**config.mk**
```make
export PLATFORM = sky130hd
export DESIGN_NAME = i2c_target_regs
export DESIGN_NICKNAME = d
export VERILOG_FILES = /design/src/rtl/i2c_target_regs.sv
export SDC_FILE = /design/constraint.sdc
export NUM_CORES = 1
export LEC_CHECK = 0
export BUFFER_PORTS_ARGS = -buffer_cell sky130_fd_sc_hd__buf_2
export CORE_UTILIZATION = 30
export CTS_CLUSTER_DIAMETER = 200
export DETAILED_ROUTE_END_ITERATION = 10
export MAX_ROUTING_LAYER = met4
export PLACE_DENSITY = 0.57
export SLEW_MARGIN = 20
export SYNTH_ARGS = -nofsm -noshare
export SYNTH_HDL_FRONTEND = slang
export SYNTH_SLANG_ARGS = --single-unit
```
**constraint.sdc**
```tcl
create_clock -name clk -period 1.9 [get_ports clk]
set_clock_uncertainty 0.05 [all_clocks]
set_input_delay 0.285 -clock clk [delete_from_list [all_inputs] [get_ports clk]]
set_output_delay 0.285 -clock clk [all_outputs]
set_load 0.05 [all_outputs]
```
**src/rtl/i2c_target_regs.sv**
```systemverilog
// rtl/i2c_target_regs.sv - I2C target serving an 8-bit register window; define I2C_TARGET_AUTOINC_EN for pointer auto-increment
module i2c_target_regs #(
    parameter logic [6:0] DEV_ADDR   = 7'h50,
    parameter int         FILTER_LEN = 4
) (
    input  logic       clk,
    input  logic       rst_n,
    input  logic       scl_i,
    input  logic       sda_i,
    output logic       sda_o,
    output logic       sda_t,
    output logic [7:0] reg_addr,
    output logic       reg_wr_en,
    output logic [7:0] reg_wr_data,
    output logic       reg_rd_en,
    input  logic [7:0] reg_rd_data,
    output logic       busy
);

    typedef enum logic [3:0] {
        IDLE, ADDR, ADDR_ACK, PTR, PTR_ACK, WDATA, WDATA_ACK, RDATA, RDATA_ACK, IGNORE
    } state_t;

    localparam logic [3:0] FLEN_M1 = 4'(FILTER_LEN - 1);

    state_t     state_q, state_d;
    logic       scl_s1_q, scl_s2_q, sda_s1_q, sda_s2_q;
    logic       scl_f_q, scl_f_d, sda_f_q, sda_f_d;
    logic [3:0] scl_cnt_q, scl_cnt_d, sda_cnt_q, sda_cnt_d;
    logic       scl_p_q, sda_p_q;
    logic [2:0] bit_cnt_q, bit_cnt_d;
    logic [6:0] shift_q, shift_d;
    logic       rw_q, rw_d;
    logic       ack_phase_q, ack_phase_d;
    logic       busy_q, busy_d;
    logic       sda_t_q, sda_t_d;
    logic [7:0] reg_addr_q, reg_addr_d;
    logic       reg_wr_en_q, reg_wr_en_d;
    logic [7:0] reg_wr_data_q, reg_wr_data_d;
    logic       reg_rd_en_q, reg_rd_en_d;
    logic       rd_cap_q, rd_cap_d;
    logic [7:0] rd_q, rd_d;

    logic       scl_rise, scl_fall, start_det, stop_det;
    logic [7:0] rx_byte;
    logic [2:0] rd_idx;

    // Filtered levels only move after FILTER_LEN consecutive disagreeing samples
    always_comb begin
        scl_f_d   = scl_f_q;
        scl_cnt_d = 4'd0;
        if (scl_s2_q != scl_f_q) begin
            if (scl_cnt_q == FLEN_M1) scl_f_d = scl_s2_q;
            else                      scl_cnt_d = scl_cnt_q + 4'd1;
        end
        sda_f_d   = sda_f_q;
        sda_cnt_d = 4'd0;
        if (sda_s2_q != sda_f_q) begin
            if (sda_cnt_q == FLEN_M1) sda_f_d = sda_s2_q;
            else                      sda_cnt_d = sda_cnt_q + 4'd1;
        end
    end

    assign scl_rise  =  scl_f_q & ~scl_p_q;
    assign scl_fall  = ~scl_f_q &  scl_p_q;
    assign start_det =  scl_f_q &  scl_p_q &  sda_p_q & ~sda_f_q;
    assign stop_det  =  scl_f_q &  scl_p_q & ~sda_p_q &  sda_f_q;
    assign rx_byte   = {shift_q, sda_f_q};
    assign rd_idx    = ~bit_cnt_q;

    always_comb begin
        state_d       = state_q;
        bit_cnt_d     = bit_cnt_q;
        shift_d       = shift_q;
        rw_d          = rw_q;
        ack_phase_d   = ack_phase_q;
        busy_d        = busy_q;
        sda_t_d       = sda_t_q;
        reg_addr_d    = reg_addr_q;
        reg_wr_en_d   = 1'b0;
        reg_wr_data_d = reg_wr_data_q;
        reg_rd_en_d   = 1'b0;
        rd_cap_d      = reg_rd_en_q;
        rd_d          = rd_cap_q ? reg_rd_data : rd_q;
`ifdef I2C_TARGET_AUTOINC_EN
        if (reg_wr_en_q) reg_addr_d = reg_addr_q + 8'd1;
`endif
        if (start_det) begin
            state_d     = ADDR;
            bit_cnt_d   = 3'd0;
            ack_phase_d = 1'b0;
            busy_d      = 1'b0;
            sda_t_d     = 1'b1;
        end else if (stop_det) begin
            state_d     = IDLE;
            bit_cnt_d   = 3'd0;
            ack_phase_d = 1'b0;
            busy_d      = 1'b0;
            sda_t_d     = 1'b1;
        end else begin
            case (state_q)
                ADDR, PTR, WDATA: begin
                    if (scl_rise) begin
                        shift_d   = rx_byte[6:0];
                        bit_cnt_d = bit_cnt_q + 3'd1;
                        if (bit_cnt_q == 3'd7) begin
                            ack_phase_d = 1'b0;
                            if (state_q == ADDR) begin
                                if (rx_byte[7:1] == DEV_ADDR) begin
                                    busy_d      = 1'b1;
                                    rw_d        = rx_byte[0];
                                    reg_rd_en_d = rx_byte[0];
                                    state_d     = ADDR_ACK;
                                end else begin
                                    state_d = IGNORE;
                                end
                            end else if (state_q == PTR) begin
                                reg_addr_d = rx_byte;
                                state_d    = PTR_ACK;
                            end else begin
                                reg_wr_en_d   = 1'b1;
                                reg_wr_data_d = rx_byte;
                                state_d       = WDATA_ACK;
                            end
                        end
                    end
                end
                ADDR_ACK, PTR_ACK, WDATA_ACK: begin
                    // First fall starts the ACK low; second fall ends it
                    if (scl_fall) begin
                        if (!ack_phase_q) begin
                            sda_t_d     = 1'b0;
                            ack_phase_d = 1'b1;
                        end else begin
                            ack_phase_d = 1'b0;
                            sda_t_d     = 1'b1;
                            if (state_q == ADDR_ACK && rw_q) begin
                                state_d = RDATA;
                                sda_t_d = rd_q[7];
                            end else if (state_q == ADDR_ACK) begin
                                state_d = PTR;
                            end else begin
                                state_d = WDATA;
                            end
                        end
                    end
                end
                RDATA: begin
                    if (scl_fall) sda_t_d = rd_q[rd_idx];
                    if (scl_rise) begin
                        bit_cnt_d = bit_cnt_q + 3'd1;
                        if (bit_cnt_q == 3'd7) state_d = RDATA_ACK;
                    end
                end
                RDATA_ACK: begin
                    if (scl_fall) sda_t_d = 1'b1;
                    if (scl_rise) begin
                        if (!sda_f_q) begin
                            state_d     = RDATA;
                            reg_rd_en_d = 1'b1;
`ifdef I2C_TARGET_AUTOINC_EN
                            reg_addr_d  = reg_addr_q + 8'd1;
`endif
                        end else begin
                            state_d = IGNORE;
                            sda_t_d = 1'b1;
                        end
                    end
                end
                default: ;
            endcase
        end
    end

    always_ff @(posedge clk or negedge rst_n) begin
        if (!rst_n) begin
            scl_s1_q      <= 1'b1;
            scl_s2_q      <= 1'b1;
            sda_s1_q      <= 1'b1;
            sda_s2_q      <= 1'b1;
            scl_f_q       <= 1'b1;
            sda_f_q       <= 1'b1;
            scl_cnt_q     <= 4'd0;
            sda_cnt_q     <= 4'd0;
            scl_p_q       <= 1'b1;
            sda_p_q       <= 1'b1;
            state_q       <= IDLE;
            bit_cnt_q     <= 3'd0;
            shift_q       <= 7'd0;
            rw_q          <= 1'b0;
            ack_phase_q   <= 1'b0;
            busy_q        <= 1'b0;
            sda_t_q       <= 1'b1;
            reg_addr_q    <= 8'd0;
            reg_wr_en_q   <= 1'b0;
            reg_wr_data_q <= 8'd0;
            reg_rd_en_q   <= 1'b0;
            rd_cap_q      <= 1'b0;
            rd_q          <= 8'd0;
        end else begin
            scl_s1_q      <= scl_i;
            scl_s2_q      <= scl_s1_q;
            sda_s1_q      <= sda_i;
            sda_s2_q      <= sda_s1_q;
            scl_f_q       <= scl_f_d;
            sda_f_q       <= sda_f_d;
            scl_cnt_q     <= scl_cnt_d;
            sda_cnt_q     <= sda_cnt_d;
            scl_p_q       <= scl_f_q;
            sda_p_q       <= sda_f_q;
            state_q       <= state_d;
            bit_cnt_q     <= bit_cnt_d;
            shift_q       <= shift_d;
            rw_q          <= rw_d;
            ack_phase_q   <= ack_phase_d;
            busy_q        <= busy_d;
            sda_t_q       <= sda_t_d;
            reg_addr_q    <= reg_addr_d;
            reg_wr_en_q   <= reg_wr_en_d;
            reg_wr_data_q <= reg_wr_data_d;
            reg_rd_en_q   <= reg_rd_en_d;
            rd_cap_q      <= rd_cap_d;
            rd_q          <= rd_d;
        end
    end

    assign sda_o       = 1'b0;
    assign sda_t       = sda_t_q;
    assign reg_addr    = reg_addr_q;
    assign reg_wr_en   = reg_wr_en_q;
    assign reg_wr_data = reg_wr_data_q;
    assign reg_rd_en   = reg_rd_en_q;
    assign busy        = busy_q;

endmodule

```
# Yosys cells after proc, flatten, opt, wreduce, memory -nomap -nowiden
# Index checks and enable logic that the tools add are counted.
# Widths: inputs -> output; s select.
dict set report totals {
  regBits 61
  input_bits 12
  out_inout_bits 21
}
dict set report classes {
  n_addsub 3
  n_lt_le_gt_ge 1
  n_eq_ne 22
  n_mux 66
  n_bitwise 16
  n_reduce_logical 24
}
# cell n
set ops {}
lappend ops {{$mux 4} 16}
lappend ops {{$mux 1} 38}
lappend ops {{$ne 4x4->1 const B} 8}
lappend ops {{$reduce_and 7->1} 3}
lappend ops {{$mux 3} 6}
lappend ops {{$reduce_bool 3->1} 6}
lappend ops {{$eq 4x2->1 const B} 4}
lappend ops {{$eq 4x3->1 const B} 4}
lappend ops {{$pmux 4 s4} 1}
lappend ops {{$add 4x1->4 const B} 2}
lappend ops {{$not 1->1} 8}
lappend ops {{$reduce_and 4->1} 2}
lappend ops {{$reduce_and 8->1} 1}
lappend ops {{$and 1x1->1} 7}
lappend ops {{$eq 7x7->1 const B} 1}
lappend ops {{$reduce_and 2->1} 3}
lappend ops {{$reduce_bool 6->1} 1}
lappend ops {{$reduce_or 3->1} 2}
lappend ops {{$reduce_and 5->1} 1}
lappend ops {{$reduce_bool 5->1} 1}
lappend ops {{$eq 4x1->1 const B} 1}
lappend ops {{$eq 4x4->1 const B} 1}
lappend ops {{$lt 3x4->1 const B} 1}
lappend ops {{$pmux 1 s2} 2}
lappend ops {{other kinds (11)} 12}

# Depth between registers and ports, before layout
# Gate-level depths: netlist (run 1).
dict set report depth {
  depth_word 8
  mapped_depth 7
}

# Worst setup path before layout (run 1)
# OpenSTA, ideal clock, no wires.
dict set report synth_path {
  kind {reg-to-reg}
  startpoint {register bit_cnt_q[0]}
  endpoint {register reg_addr_q[1], in the netlist reg_addr[1]}
  setup_time_ns 0.125
  arrival_ns 1.894
  slack_ns -0.169
  stages_incl_launch_ff 7
  path_buffers 1
  cell_sequence {dfrtp_1 ha_1 ha_1 and3b_2 or4b_1 buf_6 mux2_4}
}
dict set report synth_between {
  elab_chain_cells 2
}
# element line
set synth_lines {}
lappend synth_lines {{from (decl)} 31} ;# logic [2:0] bit_cnt_q, bit_cnt_d;
lappend synth_lines {{from (signal assigned)} 212} ;# bit_cnt_q <= bit_cnt_d;
lappend synth_lines {{$eq 3x3->1} 106} ;# if (bit_cnt_q == 3'd7) begin
lappend synth_lines {{$reduce_and 7->1 (no line)} --}
lappend synth_lines {{to (signal assigned)} 218} ;# reg_addr_q <= reg_addr_d;
lappend synth_lines {{to (decl)} 37} ;# logic [7:0] reg_addr_q, reg_addr_d;
# Every way passes these cells.
# A chain may end at the register's enable or synchronous reset.

# Final worst setup path (run 1)
dict set report layout_path {
  startpoint {register bit_cnt_q[1]}
  endpoint {register reg_addr_q[6], in the netlist reg_addr[6]}
}
# The elaborated chain is that of the path after synthesis.

==> results by group, run 1 <==
Global route
  • GRT overflow: 0
  • Initial antenna violation count: 0
  • First-pass GRT wire length: 9920 um
  • All-Layer GR Usage: 13.3%
  • Vias in the first global route: 2054
  • Pin count of the biggest net entering global routing: 62

Cells and area
  • Design area: 3750 sq um
  • Core Util, Final: 40.4%
  • Antenna diodes: 0
  • # fillers: just over 900
  • P&R area growth vs syn: 30.3%
  • Layout Cells excl Fill: 439
  • Storage cell area: 1540 sq um
  • Post-layout nets: 321
  • Share of cells above drive strength 1: 45.2%
  • Footprint of the multi-input gates: 1330 sq um

Power and ir drop
  • Comb power frac: 38.5%
  • Power Density: 1400 nW/um^2
  • VDD IR max: 688 uV
  • Total power: roughly 0.0052 W
  • Switching share of total power: between 30 and 40%
  • Switching power: around 0.0018 W
  • Leak: around 1.8 nW
  • Clock share of power: 24.8%
  • Flop pwr share: between 30% and 40%
  • Pint: 0.00347 W

Worst setup path
  • CP max stage delay: 0.48 ns
  • Worst EP required: 2.07 ns
  • CP Max Fanout: 5
  • Worst flop-to-flop path startpoint: bit_cnt_q[1]
  • CP cell instances: ha_2 -> ha_4 -> and3b_2 -> or4b_4 -> buf_6 -> mux2_4
  • Reg-to-reg slack, setup: -0.07 ns
  • Setup crit end kind: flop
  • Setup crit start: bit_cnt_q[1]
  • Critical path type: flop to flop
  • Critical path's slowest cell: or4b_4
  • Setup crit start kind: flop
  • Worst Path Arrival: ~2.2 ns

Status
  • Failing checks: negative setup slack
  • Status: finished, violations left

Floorplan
  • Starting density of the core: 31.0%
  • Horiz. Die Dim: 99.9 um
  • Ports: 33
  • Row cnt: 35
  • Core ar.: 9280 sq um
  • Die H: 99.9 um
  • Die ar.: 9980 sq um

Placement
  • Routability Congestion: approximately 0.86
  • Detailed placement HPWL: 4170 um
  • Placed cell area: ~3400 sq um
  • Placed Cells: 418
  • Port buffer count: 31

Routing
  • Vias per cell: 4.68
  • DR DRC count: 0
  • WL final: 5940 um
  • Wire per inst: 13.5 um
  • Vias: 2054
  • DRT iter0 DRCs: 94
  • Post-DRT Antenna Nets: 0
  • Pre-antenna DRT Iters: 4

Synthesis
  • Number of flops mapped to enable cells by yosys: 0
  • Post-Syn Nets: approximately 250
  • Register bit total from synthesis: 61
  • Area of the mapped netlist: 2880 sq um
  • Top FF cell, synth: dfrtp_1
  • Mapped Avg Cell Area: roughly 12 sq um
  • Synth Instances: 238
  • Post-synth cell types: 56
  • Sequential fraction of the synthesis area: 53.5%
  • Async SR Flop Fraction: 100%
  • Ys Warns: 0

Clock tree
  • Worst-path clk slew: 0.07 ns
  • Clock sinks: 61
  • H-tree lvl count: 3
  • CTS Buf Count: 9
  • Clock latency on the worst-skew pair: 0.34 ns
  • CTS tree: built
  • Root buf cell: clkbuf_8
  • Clock Path Buffers: 2

STA
  • Final-report hold violation count: 0
  • Fin. max-slew vios: 0
  • Min cycle time layout: 1.97 ns
  • Period utilisation layout: 104%
  • Final setup viols: 7
  • WHS: 0.119 ns
  • Unrepaired setup endpoints after global routing: true
  • Fmax achieved: 507 MHz
  • Crit path setup slack, layout: -0.0712 ns

Min path
  • Worst Hold Class: primary input to flop
  • Min-delay src: reg_rd_data[0]

Run
  • Max_cap viols: 0
==> metrics by stage <==
step,setup TNS (ns),setup slack (ns)
floorplan,-1.20,-0.164
global placement,-0.402,-0.0541
detailed placement,-0.776,-0.0897
CTS,-0.503,-0.0818
global route,-1.05,-0.140
finish,-0.426,-0.0712
==> worst max-delay path: cells and delay by family (launching register included) <==
kind / cells / cell delay [ns]
mux: 1 / 0.29
simple gates: 2 / 0.68
buf+inv: 1 / 0.16
fa+ha+maj: 2 / 0.31
flops: 1 / 0.35
==> power by group through the flow <==
stage          clock network (W)  logic [W]  registers (W)
2_1_floorplan                  0    0.00127        0.00183
3_3_place_gp                   0    0.00185        0.00192
3_5_place_dp                   0    0.00187        0.00194
4_1_cts                  0.00135    0.00193        0.00192
5_1_grt                  0.00141    0.00221        0.00196
6_report                 0.00130    0.00202        0.00192
==> state kept, by name, summed over array words and instances, names as in the netlist <==
signal and cells:
sda_f_q 1, scl_cnt_q 4, reg_wr_data 8, rw_q 1, state_q 4, scl_s1_q 1
bit_cnt_q 3, reg_wr_en 1, sda_t 1, reg_addr 8, sda_s1_q 1, scl_f_q 1
busy 1, sda_cnt_q 4, scl_p_q 1, rd_cap_q 1, ack_phase_q 1, rd_q 8
shift_q 7, sda_p_q 1, sda_s2_q 1, scl_s2_q 1, reg_rd_en 1
==> cell families (layout without fill, tap and decap cells) <==
kind of cell               Yosys count  after routing  synth area share [%]
muxes                               37             37                  16.1
and+or+nand+nor                     73             73                  14.6
adders and majority gates            4              4                  1.74
other                                1              1                 0.130
xor gates and xnor gates             7              7                  2.13
DFF                                 61             61                  53.5
buffers and inverters               16             88                  2.83
AOI/OAI and AO/OA                   39             39                  9.00
==> cells in the final DEF, fill, tap and decap left out, types with 4 or more instances in the layout <==
cell type,n
dfrtp_1,52
o22ai_1,4
clkbuf_8,11
nand3_1,5
nor2b_1,5
a21oi_1,8
mux2_2,18
buf_2,31
nor3_1,5
xor2_1,4
nand2b_1,9
nand3b_1,5
nand2_1,10
dfstp_2,9
mux2_4,12
buf_4,31
nor2_1,16
o21ai_0,7
mux2i_1,5
==> path summary, 6_finish.rpt <==
kind,to,cells after the start
worst max-delay path,reg_addr[6],6
worst min-delay path,rd_q[0],2
worst max register to register,reg_addr[6],6
worst min register to register,sda_s2_q,0
max in group asynchronous,sda_t,3
min in group asynchronous,reg_wr_data[3],3
==> repair_timing <==
action	CTS	global route
setup buffers	1	0
cloned	1	0
hold endpoints to repair	54	0
gates resized for setup	8	10
pin swaps	1	1
hold buffers	3	0
endpoints found under the setup margin	17	19
==> synth_stat cells (2+ instances only) <==
library cell | n | share of area, %
dfrtp_1 | 52 | 45
nor2b_1 | 5 | 1.1
nand2_1 | 11 | 1.4
nor2_1 | 16 | 2.1
a31o_2 | 2 | 0.61
nand2b_1 | 9 | 2.0
nor3b_1 | 2 | 0.52
nand3b_1 | 5 | 1.3
nand4_1 | 2 | 0.43
mux2i_1 | 5 | 1.7
xnor2_1 | 3 | 0.91
ha_1 | 4 | 1.7
nor3_1 | 5 | 0.87
a21boi_0 | 2 | 0.52
mux4_2 | 2 | 1.6
inv_1 | 3 | 0.39
xor2_1 | 4 | 1.2
a21oi_1 | 9 | 1.6
clkbuf_1 | 5 | 0.65
mux2_4 | 8 | 4.2
dfstp_2 | 9 | 8.2
o22ai_1 | 4 | 0.87
buf_4 | 2 | 0.52
o21ai_0 | 8 | 1.4
buf_2 | 5 | 0.87
nand3_1 | 5 | 0.87
mux2_2 | 22 | 8.6
==> per-layer routing <==
layer	vias up	track usage (%)	wire [um]
li1	983	-	-
met4	0	6.33	119
met1	1003	16.5	2820
met2	55	19.9	2730
met3	13	4.04	272
met5	-	-	0
==> cell type report <==
class                      instances  area share (%)
clock buffer                      12            4.14
clock inverter                     4            1.87
inverter                           3           0.301
multi-input combinational        161            35.5
sequential                        61            41.0
tap                              129            4.31
timing repair buffer              69            12.8
Note: power is estimated with default switching activity, not from simulation.
==> run 2, diff against run 1 <==
--- a/config.mk
+++ b/config.mk
@@ -9,9 +9,10 @@
 export CORE_UTILIZATION = 30
 export CTS_CLUSTER_DIAMETER = 200
 export DETAILED_ROUTE_END_ITERATION = 10
+export HOLD_SLACK_MARGIN = 0.12
 export MAX_ROUTING_LAYER = met4
 export PLACE_DENSITY = 0.57
-export SLEW_MARGIN = 20
+export SLEW_MARGIN = 30
 export SYNTH_ARGS = -nofsm -noshare
 export SYNTH_HDL_FRONTEND = slang
 export SYNTH_SLANG_ARGS = --single-unit
==> results by group, run 2 (same netlist as run 1, synthesis figures left out) <==
Status
  • Status: finished, violations left
  • Failing checks: negative setup slack

Worst setup path
  • CP Max Fanout: 5
  • Setup crit end kind: flop
  • Worst Path Arrival: 2.15 ns
  • CP cell instances: ha_2 -> ha_4 -> and3b_2 -> or4b_4 -> buf_6 -> mux2_4
  • Setup crit start: bit_cnt_q[1]
  • Worst flop-to-flop path startpoint: bit_cnt_q[1]
  • Reg2Reg Depth: 6
  • Critical path's slowest cell: or4b_4
  • Worst EP required: 2.07 ns
  • Critical path type: flop to flop
  • Setup crit start kind: flop
  • CP max stage delay: 0.48 ns
  • Reg-to-reg slack, setup: -0.07 ns

Routing
  • DRT iter0 DRCs: 69
  • Post-DRT Antenna Nets: 0
  • Vias per cell: 4.66
  • Vias: 2083
  • DR DRC count: 0
  • WL final: about 6000 um
  • Wire per inst: 13.5 um
  • Pre-antenna DRT Iters: 4

Cells and area
  • Most frequent cells in the layout: dfrtp_1 (52), buf_2 (31), buf_4 (31)
  • Post-layout nets: 329
  • P&R area growth vs syn: 33.1%
  • Share of cells above drive strength 1: between 40 and 50%
  • Design area: approximately 3800 sq um
  • # fillers: 907
  • Antenna diodes: 0
  • Commonest non-fill, non-tap cell in the layout: dfrtp_1
  • Layout Cells excl Fill: approximately 450

Clock tree
  • Clock sinks: 61
  • Clock latency on the worst-skew pair: 0.34 ns
  • Clock Path Buffers: 2
  • CTS tree: built
  • Worst-path clk slew: 0.06 ns
  • Root buf cell: clkbuf_8
  • CTS Buf Count: 9
  • H-tree lvl count: 3

STA
  • Fmax achieved: around 510 MHz
  • Final setup viols: 7
  • Final-report hold violation count: 0
  • Fin. max-slew vios: 0
  • Period utilisation layout: 104%
  • Unrepaired setup endpoints after global routing: true
  • Min cycle time layout: roughly 2.0 ns
  • WHS: 0.306 ns
  • Crit path setup slack, layout: -0.0724 ns
  • Setup TNS: -0.434 ns

Global route
  • First-pass GRT wire length: 10000 um
  • Vias in the first global route: 2100
  • All-Layer GR Usage: roughly 13%
  • GRT overflow: 0
  • Initial antenna violation count: 0
  • Pin count of the biggest net entering global routing: 62

Power and ir drop
  • VDD IR max: 687 uV
  • Comb power frac: 38.6%
  • Power Density: approximately 1400 nW/um^2
  • Switching share of total power: between 30% and 40%
  • Pint: around 0.0035 W
  • Flop pwr share: 36.6%
  • Leak: 1.86 nW
  • Clock share of power: 24.8%
  • Switching power: 0.00177 W

Floorplan
  • Core ar.: 9280 sq um
  • Die ar.: 9980 sq um
  • Die H: 99.9 um
  • Row cnt: 35
  • Horiz. Die Dim: approximately 100 um
  • Starting density of the core: 31.0%
  • Ports: 33

Placement
  • Detailed placement HPWL: 4170 um
  • Port buffer count: 31
  • Placed cell area: 3400 sq um
  • Routability Congestion: 0.864
  • Placed Cells: roughly 420

Min path
  • WHS Path Cells: 0
  • Worst Hold Class: flop to flop
  • Min-delay src: sda_s1_q

Run
  • Max_cap viols: 0
-- run 2: changes by cell type in the layout (fill, tap and decap cells not counted) --
| cell | delta |
|---|---|
| dlygate4sd3_1 | +8 |
-- run 2: repair_timing --
item | CTS | global route
hold buffers | 10 | 1
cloned | 1 | 0
endpoints found under the hold margin | 61 | 1
resized for setup | 8 | 10
setup buffers | 1 | 0
endpoints found under the setup margin | 17 | 19
pin swaps | 1 | 1
-- run 2: per-layer routing --
layer  GRT usage (%)  up-vias  wire length (um)
li1                -      999                 -
met1            16.4     1013              2830
met2            20.4       56              2810
met3            4.04       15               282
met4            6.33        0               123
met5               -        -                 0
-- run 2: final cells by class --
class / count / area, sq um / area share, %
sequential: 61 / 1540 / 40.2
multi-input combinational: 161 / 1330 / 34.8
timing repair buffer: 77 / 561 / 14.6
tap: 129 / 161 / 4.22
clock buffer: 12 / 155 / 4.05
clock inverter: 4 / 70.1 / 1.83
inverter: 3 / 11.3 / 0.294
-- run 2: worst paths after layout --
path	end
worst max-delay path	reg_addr[6]
worst min-delay path	sda_s2_q
worst max register to register	reg_addr[6]
worst min register to register	sda_s2_q
max in group asynchronous	sda_t
min in group asynchronous	reg_wr_data[3]
-- run 2: power groups by stage --
stage | registers, W | clock network (W) | logic [W]
6_report | 0.00192 | 0.00130 | 0.00203
5_1_grt | 0.00196 | 0.00141 | 0.00222
4_1_cts | 0.00192 | 0.00135 | 0.00194
3_5_place_dp | 0.00194 | 0 | 0.00187
3_3_place_gp | 0.00192 | 0 | 0.00185
2_1_floorplan | 0.00183 | 0 | 0.00127
-- run 2: worst max-delay path, delay by kind of cell (launching register included) --
family,cells,cell delay (ns)
and+or+nand+nor,2,0.68
DFF,1,0.35
adders and majority gates,2,0.31
muxes,1,0.29
buffers and inverters,1,0.16
-- run 2: per-stage QoR --
step	setup slack (ns)	util (%)	power, W
after floorplan	-0.164	-	0.00310
after global placement	-0.0541	36.6	0.00377
after detailed placement	-0.0897	36.6	0.00381
after CTS	-0.0818	40.7	0.00521
after global routing	-0.140	41.2	0.00559
final	-0.0724	41.2	0.00525
